==> src/rtl/seq_subtractor.sv <==
// Digit-serial subtractor: diff = a - b - bin, DIGIT bits per clock.
// Operands in and result out through valid/ready handshakes.
module seq_subtractor #(
  parameter int WIDTH = 16,
  parameter int DIGIT = 4
) (
  input  logic             clk,
  input  logic             rst_n,
  input  logic             in_valid,
  output logic             in_ready,
  input  logic [WIDTH-1:0] a,
  input  logic [WIDTH-1:0] b,
  input  logic             bin,
  output logic             out_valid,
  input  logic             out_ready,
  output logic [WIDTH-1:0] diff,
  output logic             bout,
  output logic             ovf,
  output logic             zero
);

  localparam int NDIG = WIDTH / DIGIT;
  localparam int CW   = (NDIG > 1) ? $clog2(NDIG) : 1;

  if (WIDTH < 2 || DIGIT < 1 || DIGIT > WIDTH ||
      (WIDTH % DIGIT) != 0) begin : g_bad_cfg
    $error("seq_subtractor: illegal WIDTH/DIGIT");
  end

  typedef enum logic [1:0] {
    IDLE = 2'd0,
    RUN  = 2'd1,
    DONE = 2'd2
  } state_e;

  state_e           state_q, state_d;
  logic [WIDTH-1:0] a_q, a_d;
  logic [WIDTH-1:0] b_q, b_d;
  logic [WIDTH-1:0] diff_q, diff_d;
  logic [CW-1:0]    cnt_q, cnt_d;
  logic             brw_q, brw_d;
  logic             bout_q, bout_d;
  logic             ovf_q, ovf_d;
  logic             zero_q, zero_d;
  logic [DIGIT:0]   slice;
  logic             last;

  always_ff @(posedge clk or negedge rst_n) begin
    if (!rst_n) begin
      state_q <= IDLE;
      a_q     <= '0;
      b_q     <= '0;
      diff_q  <= '0;
      cnt_q   <= '0;
      brw_q   <= 1'b0;
      bout_q  <= 1'b0;
      ovf_q   <= 1'b0;
      zero_q  <= 1'b0;
    end else begin
      state_q <= state_d;
      a_q     <= a_d;
      b_q     <= b_d;
      diff_q  <= diff_d;
      cnt_q   <= cnt_d;
      brw_q   <= brw_d;
      bout_q  <= bout_d;
      ovf_q   <= ovf_d;
      zero_q  <= zero_d;
    end
  end

  always_comb begin
    state_d = state_q;
    unique case (state_q)
      IDLE:    if (in_valid) state_d = RUN;
      RUN:     if (last) state_d = DONE;
      DONE:    if (out_ready) state_d = IDLE;
      default: state_d = IDLE;
    endcase
  end

  // Operands shift down so the active digit always sits at bit 0.
  always_comb begin
    slice  = {1'b0, a_q[DIGIT-1:0]}
           - {1'b0, b_q[DIGIT-1:0]}
           - {{DIGIT{1'b0}}, brw_q};
    last   = (state_q == RUN) &&
             (cnt_q == CW'(NDIG - 1));
    a_d    = a_q;
    b_d    = b_q;
    diff_d = diff_q;
    cnt_d  = cnt_q;
    brw_d  = brw_q;
    bout_d = bout_q;
    ovf_d  = ovf_q;
    zero_d = zero_q;
    if (state_q == IDLE && in_valid) begin
      a_d   = a;
      b_d   = b;
      brw_d = bin;
      cnt_d = '0;
    end else if (state_q == RUN) begin
      a_d   = a_q >> DIGIT;
      b_d   = b_q >> DIGIT;
      brw_d = slice[DIGIT];
      cnt_d = cnt_q + 1'b1;
      for (int k = 0; k < NDIG; k++) begin
        if (int'(cnt_q) == k)
          diff_d[k*DIGIT +: DIGIT] = slice[DIGIT-1:0];
      end
      // Sign rule on the top digit equals MSB borrow-in xor borrow-out.
      if (last) begin
        bout_d = slice[DIGIT];
        ovf_d  = (a_q[DIGIT-1] ^ b_q[DIGIT-1]) &
                 (slice[DIGIT-1] ^ a_q[DIGIT-1]);
        zero_d = (diff_d == '0);
      end
    end
  end

  always_comb begin
    in_ready  = (state_q == IDLE);
    out_valid = (state_q == DONE);
    diff      = diff_q;
    bout      = bout_q;
    ovf       = ovf_q;
    zero      = zero_q;
  end

endmodule

==> config.mk <==
export PLATFORM = sky130hd
export DESIGN_NAME = seq_subtractor
export DESIGN_NICKNAME = d
export VERILOG_FILES = /design/src/rtl/seq_subtractor.sv
export SDC_FILE = /design/constraint.sdc
export NUM_CORES = 1
export LEC_CHECK = 0
export CAP_MARGIN = 5
export CORE_MARGIN = 3
export CORE_UTILIZATION = 50
export DETAILED_ROUTE_END_ITERATION = 12
export PLACE_DENSITY = 0.8
export SYNTH_ARGS = -nofsm -noshare
export SYNTH_HDL_FRONTEND = slang
export SYNTH_SLANG_ARGS = --single-unit
==> constraint.sdc <==
create_clock -name clk -period 3.6 [get_ports clk]
set_clock_uncertainty 0.1 [all_clocks]
set_input_delay 0.72 -clock clk [delete_from_list [all_inputs] [get_ports clk]]
set_output_delay 0.72 -clock clk [all_outputs]
set_load 0.03 [all_outputs]
==> results of run 1 <==
[area by class of cell]
type | instances | area share (%)
flip-flops and latches | 56 | 43.0
multi-input cells | 176 | 31.9
repair buffers | 61 | 18.3
clock buffers | 8 | 2.76
well taps | 67 | 2.57
inverters | 13 | 1.50
[cell families after synthesis]
group	Yosys count	share of synthesized area [%]
buffers and inverters	26	4.71
adders and majority gates	12	6.47
AOI/OAI and AO/OA	62	15.8
and+or+nand+nor	97	15.9
xor gates and xnor gates	5	2.26
DFF	56	54.9
[sequential cells by signal, summed over array words and instances (netlist names)]
signal   flops
b_q         16
a_q         16
state_q      2
diff        16
brw_q        1
cnt_q        2
bout         1
ovf          1
zero         1
[routing by layer]
metal	share of wire [%]	GRT usage, %	vias up	wire [um]
met2	50	31.3	62	2560
li1	-	-	980	-
met3	6.5	3.94	8	337
met5	0	0	-	0
met1	42	22.8	957	2170
met4	1.5	7.30	0	79
[through the flow]
step	util (%)	area (um2)	setup WS (ns)	total power, mW
3_5_place_dp	65.8	3170	1.21	2.92
5_1_grt	67.7	3260	1.07	3.51
3_3_place_gp	65.8	3170	1.25	2.85
4_1_cts	67.7	3260	1.12	3.27
2_1_floorplan	-	2550	1.59	2.35
6_report	67.7	3260	1.13	3.22
[worst max-delay path by stage]
stage	startpoint	end	slack, ns	depth (start not counted)
2_1_floorplan	a_q[0]$_DFFE_PN0P_	zero$_DFFE_PN0P_	1.59	7
3_5_place_dp	in_valid	b_q[1]$_DFFE_PN0P_	1.21	5
3_3_place_gp	in_valid	a_q[2]$_DFFE_PN0P_	1.25	5
6_report	state_q[0]$_DFFE_PN0P_	out_valid	1.13	3
4_1_cts	state_q[0]$_DFFE_PN0P_	out_valid	1.12	3
5_1_grt	state_q[0]$_DFFE_PN0P_	out_valid	1.07	3
[worst max-delay path, delay by kind of cell, from the launching register on]
| kind | cells | cell delay [ns] |
|---|---|---|
| DFF | 1 | 0.44 |
| and+or+nand+nor | 1 | 0.18 |
| buffers and inverters | 2 | 0.73 |
[cell usage in the layout (no fill, tap or decap), types with 3 or more instances in the layout]
cell type                         instances
sky130_fd_sc_hd__a22oi_1                 20
sky130_fd_sc_hd__a221o_1                  5
sky130_fd_sc_hd__buf_4                    4
sky130_fd_sc_hd__nand2_1                 74
sky130_fd_sc_hd__nor3_1                   5
sky130_fd_sc_hd__nand2_2                  4
sky130_fd_sc_hd__o21ai_0                 30
sky130_fd_sc_hd__ha_1                    10
sky130_fd_sc_hd__clkbuf_8                 6
sky130_fd_sc_hd__inv_1                   13
sky130_fd_sc_hd__dfrtp_1                 56
sky130_fd_sc_hd__xnor2_1                  3
sky130_fd_sc_hd__nor2_1                   7
sky130_fd_sc_hd__clkdlybuf4s50_1         56
[power groups by stage]
| stage | clock [mW] | combinational [mW] | sequential, mW |
|---|---|---|---|
| after floorplan | 0 | 1.09 | 1.26 |
| after global placement | 0 | 1.74 | 1.11 |
| after detailed placement | 0 | 1.80 | 1.12 |
| after CTS | 0.356 | 1.80 | 1.11 |
| after global routing | 0.375 | 1.99 | 1.15 |
| final | 0.347 | 1.77 | 1.11 |
==> impl_metrics.xml, run 1 <==
<?xml version="1.0" encoding="UTF-8"?>
<metrics>
  <group name="status">
    <metric name="outcome" unit="">complete, no violations</metric>
  </group>
  <group name="floorplanning">
    <metric name="die_area" unit="mm2">0.00600</metric>
    <metric name="fp.dieH" unit="um">77.5</metric>
    <metric name="fp-row-count" unit="">25</metric>
    <metric name="core_area" unit="mm2">0.00482</metric>
    <metric name="floorplan.initialDensity" unit="%">53.0</metric>
    <metric name="die_x" unit="um">77.5</metric>
    <metric name="io-pin-count" unit="">58</metric>
  </group>
  <group name="pwr">
    <metric name="p_switching" unit="mW">1.42</metric>
    <metric name="internal_power" unit="mW">1.80</metric>
    <metric name="pwr_density_cell" unit="mW/mm2">989</metric>
    <metric name="power_leakage" unit="nW">1.51</metric>
    <metric name="sw_frac_of_total" unit="%">44.1</metric>
    <metric name="sequential_power_share" unit="%">34.4</metric>
    <metric name="power.clock.fraction" unit="%">10.8</metric>
    <metric name="peakVddDrop" unit="mV">0.462</metric>
    <metric name="combinational_fraction_of_design_power" unit="%">54.9</metric>
  </group>
  <group name="logic_synthesis">
    <metric name="ys_ff_latch" unit="">56</metric>
    <metric name="most_used_dff_post_synth" unit="">sky130_fd_sc_hd__dfrtp_1</metric>
    <metric name="yosys.area.top_type" unit="">sky130_fd_sc_hd__dfrtp_1</metric>
    <metric name="postSynthCellCount" unit="">258</metric>
    <metric name="synth.area.top_cells" unit="">sky130_fd_sc_hd__dfrtp_1 55%, sky130_fd_sc_hd__nand2_1 11%, sky130_fd_sc_hd__a22oi_1 5.9%</metric>
    <metric name="netlist-cell-type-count" unit="">30</metric>
    <metric name="synth_sequential_area_ratio" unit="%">54.9</metric>
    <metric name="yosys-top-cells-count" unit="">74 x sky130_fd_sc_hd__nand2_1, 56 x sky130_fd_sc_hd__dfrtp_1, 30 x sky130_fd_sc_hd__o21ai_0</metric>
    <metric name="synth_edf_count" unit="">0</metric>
    <metric name="syn-cell-area" unit="mm2">0.00255</metric>
    <metric name="synth_async_sr_flop_share" unit="%">100</metric>
    <metric name="synth_fp_nets" unit="">307</metric>
    <metric name="yosysWarnings" unit="">0</metric>
    <metric name="post-synth-top-count-cell" unit="">sky130_fd_sc_hd__nand2_1</metric>
    <metric name="syn_area_per_cell" unit="um2">9.89</metric>
    <metric name="synth_top_area_share" unit="%">54.9</metric>
  </group>
  <group name="cells_and_area">
    <metric name="insertedDiodeCount" unit="">0</metric>
    <metric name="areaGrowthSynthToFinish" unit="%">27.7</metric>
    <metric name="stdcell_count" unit="">381</metric>
    <metric name="layout.area.seq" unit="mm2">0.00140</metric>
    <metric name="multi_input_area" unit="mm2">0.00104</metric>
    <metric name="finalNetCount" unit="">362</metric>
    <metric name="final.fill_count" unit="">422</metric>
    <metric name="layout-drive-gt1-share" unit="%">5.41</metric>
  </group>
  <group name="routing">
    <metric name="post-route-drc-count" unit="">0</metric>
    <metric name="route.detailed.vias_per_inst" unit="">5.27</metric>
    <metric name="first_pass_drt_iterations" unit="">4</metric>
    <metric name="detailed_router_s_first_iteration_violation_count" unit="">90</metric>
    <metric name="drtAntennaViolNets" unit="">0</metric>
    <metric name="route.vias.total" unit="">2007</metric>
    <metric name="avgRoutedWirePerCell" unit="um">13.5</metric>
    <metric name="route.final.wire_length" unit="um">5150</metric>
  </group>
  <group name="placed_design">
    <metric name="detailed_place_hpwl" unit="um">3800</metric>
    <metric name="port_buffers" unit="">57</metric>
    <metric name="routabilityCongestion" unit="">0.784</metric>
    <metric name="place.detailed.instances" unit="">373</metric>
  </group>
  <group name="setup_path">
    <metric name="critical_path_peak_fanout" unit="">5</metric>
    <metric name="ff_to_ff_setup_slack" unit="ns">1.36</metric>
    <metric name="timing.setup.critical_path_class" unit="">flop to output port</metric>
    <metric name="critical_path.reg2reg.endpoint" unit="">diff[7]$_DFFE_PN0P_</metric>
    <metric name="critPathSlowestCell" unit="">sky130_fd_sc_hd__clkdlybuf4s50_1</metric>
    <metric name="r2r-start" unit="">a_q[0]$_DFFE_PN0P_</metric>
    <metric name="worstRegToRegCells" unit="">7</metric>
    <metric name="worst_setup_path_start_kind" unit="">flop</metric>
    <metric name="end_kind" unit="">output port</metric>
    <metric name="crit_path_max_incr_delay" unit="ns">0.66</metric>
    <metric name="worstPathArrival" unit="ns">1.65</metric>
    <metric name="critical_path.cell_chain" unit="">nand2b_1, inv_1, clkdlybuf4s50_1</metric>
    <metric name="critical_path_required" unit="ns">2.78</metric>
  </group>
  <group name="sta">
    <metric name="finalSetupViolations" unit="">0</metric>
    <metric name="final.setup.tns" unit="ns">0</metric>
    <metric name="rsz0062_at_grt" unit="">no</metric>
    <metric name="slew_violations" unit="">0</metric>
    <metric name="finalHoldWorstSlack" unit="ns">0.317</metric>
    <metric name="least_margin_pin_slew" unit="ns">0.825</metric>
    <metric name="relSlewSlack" unit="%">44.8</metric>
    <metric name="max_clock_freq" unit="GHz">0.404</metric>
    <metric name="final.min_clock_period" unit="ns">2.47</metric>
    <metric name="hold_viol" unit="">0</metric>
    <metric name="min_period_over_period" unit="%">68.7</metric>
  </group>
  <group name="cts">
    <metric name="clock_sinks" unit="">56</metric>
    <metric name="worst_skew_pair.late_latency" unit="ns">0.30</metric>
    <metric name="ctsResizeCount" unit="">0</metric>
    <metric name="cts_tree" unit="">built</metric>
    <metric name="total_cts_buffers" unit="">5</metric>
    <metric name="cts.reportedPaths.clkPinSlew" unit="ns">0.09</metric>
    <metric name="cts-htree-levels" unit="">2</metric>
    <metric name="cts-root-buf" unit="">sky130_fd_sc_hd__clkbuf_8</metric>
    <metric name="cts_setup_buffers" unit="">0</metric>
    <metric name="post_cts_hold_buffer_count" unit="">0</metric>
    <metric name="max-clock-path-buffers" unit="">2</metric>
  </group>
  <group name="global_routing">
    <metric name="global_route_wire_length_before_repair" unit="um">8780</metric>
    <metric name="grt.total_usage" unit="%">18.4</metric>
    <metric name="globalRouteOverflowTotal" unit="">0</metric>
    <metric name="grt_max_degree" unit="">49</metric>
    <metric name="vias_in_the_first_global_route" unit="">1935</metric>
    <metric name="initial_antenna_violation_count" unit="">0</metric>
  </group>
  <group name="job">
    <metric name="maxCapViolations" unit="">0</metric>
  </group>
  <group name="worst_hold_path">
    <metric name="worstHoldPathType" unit="">primary input to asynchronous set/reset pin</metric>
  </group>
</metrics>
Note: power is estimated with default switching activity, not from simulation.
==> run 2: changes to the inputs <==
--- a/config.mk
+++ b/config.mk
@@ -7,9 +7,9 @@
 export LEC_CHECK = 0
 export CAP_MARGIN = 5
 export CORE_MARGIN = 3
-export CORE_UTILIZATION = 50
+export CORE_UTILIZATION = 45
 export DETAILED_ROUTE_END_ITERATION = 12
-export PLACE_DENSITY = 0.8
+export PLACE_DENSITY = 0.76
 export SYNTH_ARGS = -nofsm -noshare
 export SYNTH_HDL_FRONTEND = slang
 export SYNTH_SLANG_ARGS = --single-unit
==> constraint.sdc (replaced) <==
create_clock -name clk -period 2.22 [get_ports clk]
set_clock_uncertainty 0.1 [all_clocks]
set_input_delay 0.444 -clock clk [delete_from_list [all_inputs] [get_ports clk]]
set_output_delay 0.444 -clock clk [all_outputs]
set_load 0.03 [all_outputs]
==> run 2 against run 1 <==
Against the previous run: clock power increased by 62%; total power increased by 68%; hold slack got worse by 0.30 ns; sequential share of layout area is 0.63 points lower; sequential cell count is the same; die area grew 10%; largest power group unchanged; sequential power up 61%; via count shrank 2.9%.
==> impl_metrics.xml, run 2 (synthesized netlist as in run 1, its figures left out) <==
<?xml version="1.0" encoding="UTF-8"?>
<metrics>
  <group name="global_routing">
    <metric name="vias_in_the_first_global_route" unit="">1889</metric>
    <metric name="grt_max_degree" unit="">57</metric>
    <metric name="grt.total_usage" unit="%">17.7</metric>
    <metric name="globalRouteOverflowTotal" unit="">0</metric>
    <metric name="global_route_wire_length_before_repair" unit="um">8940</metric>
    <metric name="initial_antenna_violation_count" unit="">0</metric>
  </group>
  <group name="setup_path">
    <metric name="critical_path_peak_fanout" unit="">5</metric>
    <metric name="critical_path.reg2reg.endpoint" unit="">zero$_DFFE_PN0P_</metric>
    <metric name="worstRegToRegCells" unit="">7</metric>
    <metric name="critical_path.endpoint" unit="">zero$_DFFE_PN0P_</metric>
    <metric name="worstPathArrival" unit="ns">2.22</metric>
    <metric name="cp_launch_point" unit="">a_q[0]$_DFFE_PN0P_</metric>
    <metric name="end_kind" unit="">flop</metric>
    <metric name="critical_path_required" unit="ns">2.32</metric>
    <metric name="ff_to_ff_setup_slack" unit="ns">0.10</metric>
    <metric name="r2r-start" unit="">a_q[0]$_DFFE_PN0P_</metric>
    <metric name="worst_setup_path_start_kind" unit="">flop</metric>
    <metric name="timing.setup.critical_path_class" unit="">flop to flop</metric>
  </group>
  <group name="routing">
    <metric name="avgRoutedWirePerCell" unit="um">13.7</metric>
    <metric name="route.final.wire_length" unit="um">5310</metric>
    <metric name="detailed_router_s_first_iteration_violation_count" unit="">77</metric>
    <metric name="post-route-drc-count" unit="">0</metric>
    <metric name="route.detailed.vias_per_inst" unit="">5.03</metric>
    <metric name="first_pass_drt_iterations" unit="">4</metric>
    <metric name="drtAntennaViolNets" unit="">0</metric>
    <metric name="route.vias.total" unit="">1948</metric>
  </group>
  <group name="pwr">
    <metric name="p_switching" unit="mW">2.37</metric>
    <metric name="internal_power" unit="mW">3.06</metric>
    <metric name="power.clock.fraction" unit="%">10.3</metric>
    <metric name="sequential_power_share" unit="%">33.0</metric>
    <metric name="pwr_density_cell" unit="mW/mm2">1640</metric>
    <metric name="peakVddDrop" unit="mV">0.728</metric>
    <metric name="power_leakage" unit="nW">1.55</metric>
    <metric name="combinational_fraction_of_design_power" unit="%">56.7</metric>
    <metric name="sw_frac_of_total" unit="%">43.6</metric>
  </group>
  <group name="floorplanning">
    <metric name="floorplan.initialDensity" unit="%">48.1</metric>
    <metric name="io-pin-count" unit="">58</metric>
    <metric name="die_area" unit="mm2">0.00661</metric>
    <metric name="fp-row-count" unit="">26</metric>
    <metric name="die_x" unit="um">81.3</metric>
    <metric name="fp.dieH" unit="um">81.3</metric>
    <metric name="core_area" unit="mm2">0.00530</metric>
  </group>
  <group name="cells_and_area">
    <metric name="final_cell_area" unit="mm2">0.00331</metric>
    <metric name="layout_common_cells" unit="">74 x sky130_fd_sc_hd__nand2_1, 56 x sky130_fd_sc_hd__dfrtp_1, 55 x sky130_fd_sc_hd__clkdlybuf4s50_1</metric>
    <metric name="insertedDiodeCount" unit="">0</metric>
    <metric name="finalNetCount" unit="">365</metric>
    <metric name="areaGrowthSynthToFinish" unit="%">29.6</metric>
    <metric name="mostFrequentLayoutCell" unit="">sky130_fd_sc_hd__nand2_1</metric>
    <metric name="layout-drive-gt1-share" unit="%">6.62</metric>
    <metric name="stdcell_count" unit="">387</metric>
  </group>
  <group name="cts">
    <metric name="cts-root-buf" unit="">sky130_fd_sc_hd__clkbuf_8</metric>
    <metric name="worst_skew_pair.late_latency" unit="ns">0.30</metric>
    <metric name="cts_tree" unit="">built</metric>
    <metric name="cts.reportedPaths.clkPinSlew" unit="ns">0.09</metric>
    <metric name="max-clock-path-buffers" unit="">2</metric>
    <metric name="cts-htree-levels" unit="">2</metric>
    <metric name="total_cts_buffers" unit="">5</metric>
    <metric name="clock_sinks" unit="">56</metric>
  </group>
  <group name="placed_design">
    <metric name="place.detailed.instances" unit="">379</metric>
    <metric name="routabilityCongestion" unit="">0.792</metric>
    <metric name="port_buffers" unit="">57</metric>
    <metric name="dpl_cell_area" unit="mm2">0.00321</metric>
    <metric name="detailed_place_hpwl" unit="um">3870</metric>
  </group>
  <group name="sta">
    <metric name="hold_viol" unit="">0</metric>
    <metric name="relSlewSlack" unit="%">48.1</metric>
    <metric name="final.min_clock_period" unit="ns">2.12</metric>
    <metric name="finalHoldWorstSlack" unit="ns">0.0146</metric>
    <metric name="final.setup.tns" unit="ns">0</metric>
    <metric name="rsz0062_at_grt" unit="">yes</metric>
    <metric name="max_clock_freq" unit="GHz">0.472</metric>
    <metric name="slew_violations" unit="">0</metric>
    <metric name="min_period_over_period" unit="%">95.4</metric>
    <metric name="least_margin_pin_slew" unit="ns">0.776</metric>
    <metric name="finalSetupViolations" unit="">0</metric>
  </group>
  <group name="job">
    <metric name="maxCapViolations" unit="">0</metric>
  </group>
  <group name="worst_hold_path">
    <metric name="worstHoldPathType" unit="">primary input to asynchronous set/reset pin</metric>
  </group>
  <group name="status">
    <metric name="outcome" unit="">complete, no violations</metric>
  </group>
</metrics>
[run 2: worst max-delay path: stages, from the launching register on]
cell	delay, ns
sky130_fd_sc_hd__dfrtp_1	0.41
sky130_fd_sc_hd__fa_1	0.56
sky130_fd_sc_hd__inv_1	0.05
sky130_fd_sc_hd__ha_1	0.16
sky130_fd_sc_hd__o21ai_1	0.13
sky130_fd_sc_hd__nand3b_1	0.16
sky130_fd_sc_hd__xnor2_2	0.21
sky130_fd_sc_hd__a32o_1	0.24
[run 2: per-stage QoR]
step	util, %	setup WS (ns)	total power [mW]
after floorplan	-	0.210	3.82
final	62.4	0.103	5.43
after global placement	60.5	0.0338	4.76
after global routing	62.4	-0.00732	5.92
after detailed placement	60.5	0.0145	4.88
after CTS	62.3	0.00285	5.50
[run 2: final cells by class]
cell class	count	area [um2]
Clock buffer	8	90.1
Tap cell	70	87.6
Fill cell	468	1990
Inverter	13	48.8
Sequential cell	56	1400
Timing Repair Buffer	64	633
Multi-Input combinational cell	176	1050
[run 2: what timing repair did]
action / in CTS / in global routing
pin swaps: 0 / 2
resized for setup: 1 / 3
setup endpoints to repair: 1 / 7
setup buffers: 0 / 0
hold buffers: 0 / 0
[run 2: per-layer routing]
metal  GRT usage (%)  vias to the layer above  routed length (um)  part of all wire [%]
li1                -                      988                   -                     -
met2            29.9                       50                2560                    48
met3            4.32                        6                 322                   6.1
met1            22.1                      904                2360                    44
met4            6.08                        0                  67                   1.3
met5               0                        -                   0                     0
[run 2: worst min-delay path by stage]
stage	to	slack (ns)
6_report	diff[15]$_DFFE_PN0P_	0.01
5_1_grt	diff[15]$_DFFE_PN0P_	0.04
4_1_cts	diff[4]$_DFFE_PN0P_	0.03
3_5_place_dp	b_q[7]$_DFFE_PN0P_	0.36
3_3_place_gp	diff[12]$_DFFE_PN0P_	0.36
2_1_floorplan	a_q[0]$_DFFE_PN0P_	0.05
[run 2: power groups by stage]
stage                     clock, mW  combinational, mW  sequential, mW
after floorplan                   0               1.77            2.05
final                         0.562               3.08            1.79
after detailed placement          0               3.06            1.82
after CTS                     0.591               3.11            1.80
after global routing          0.627               3.43            1.85
after global placement            0               2.96            1.80
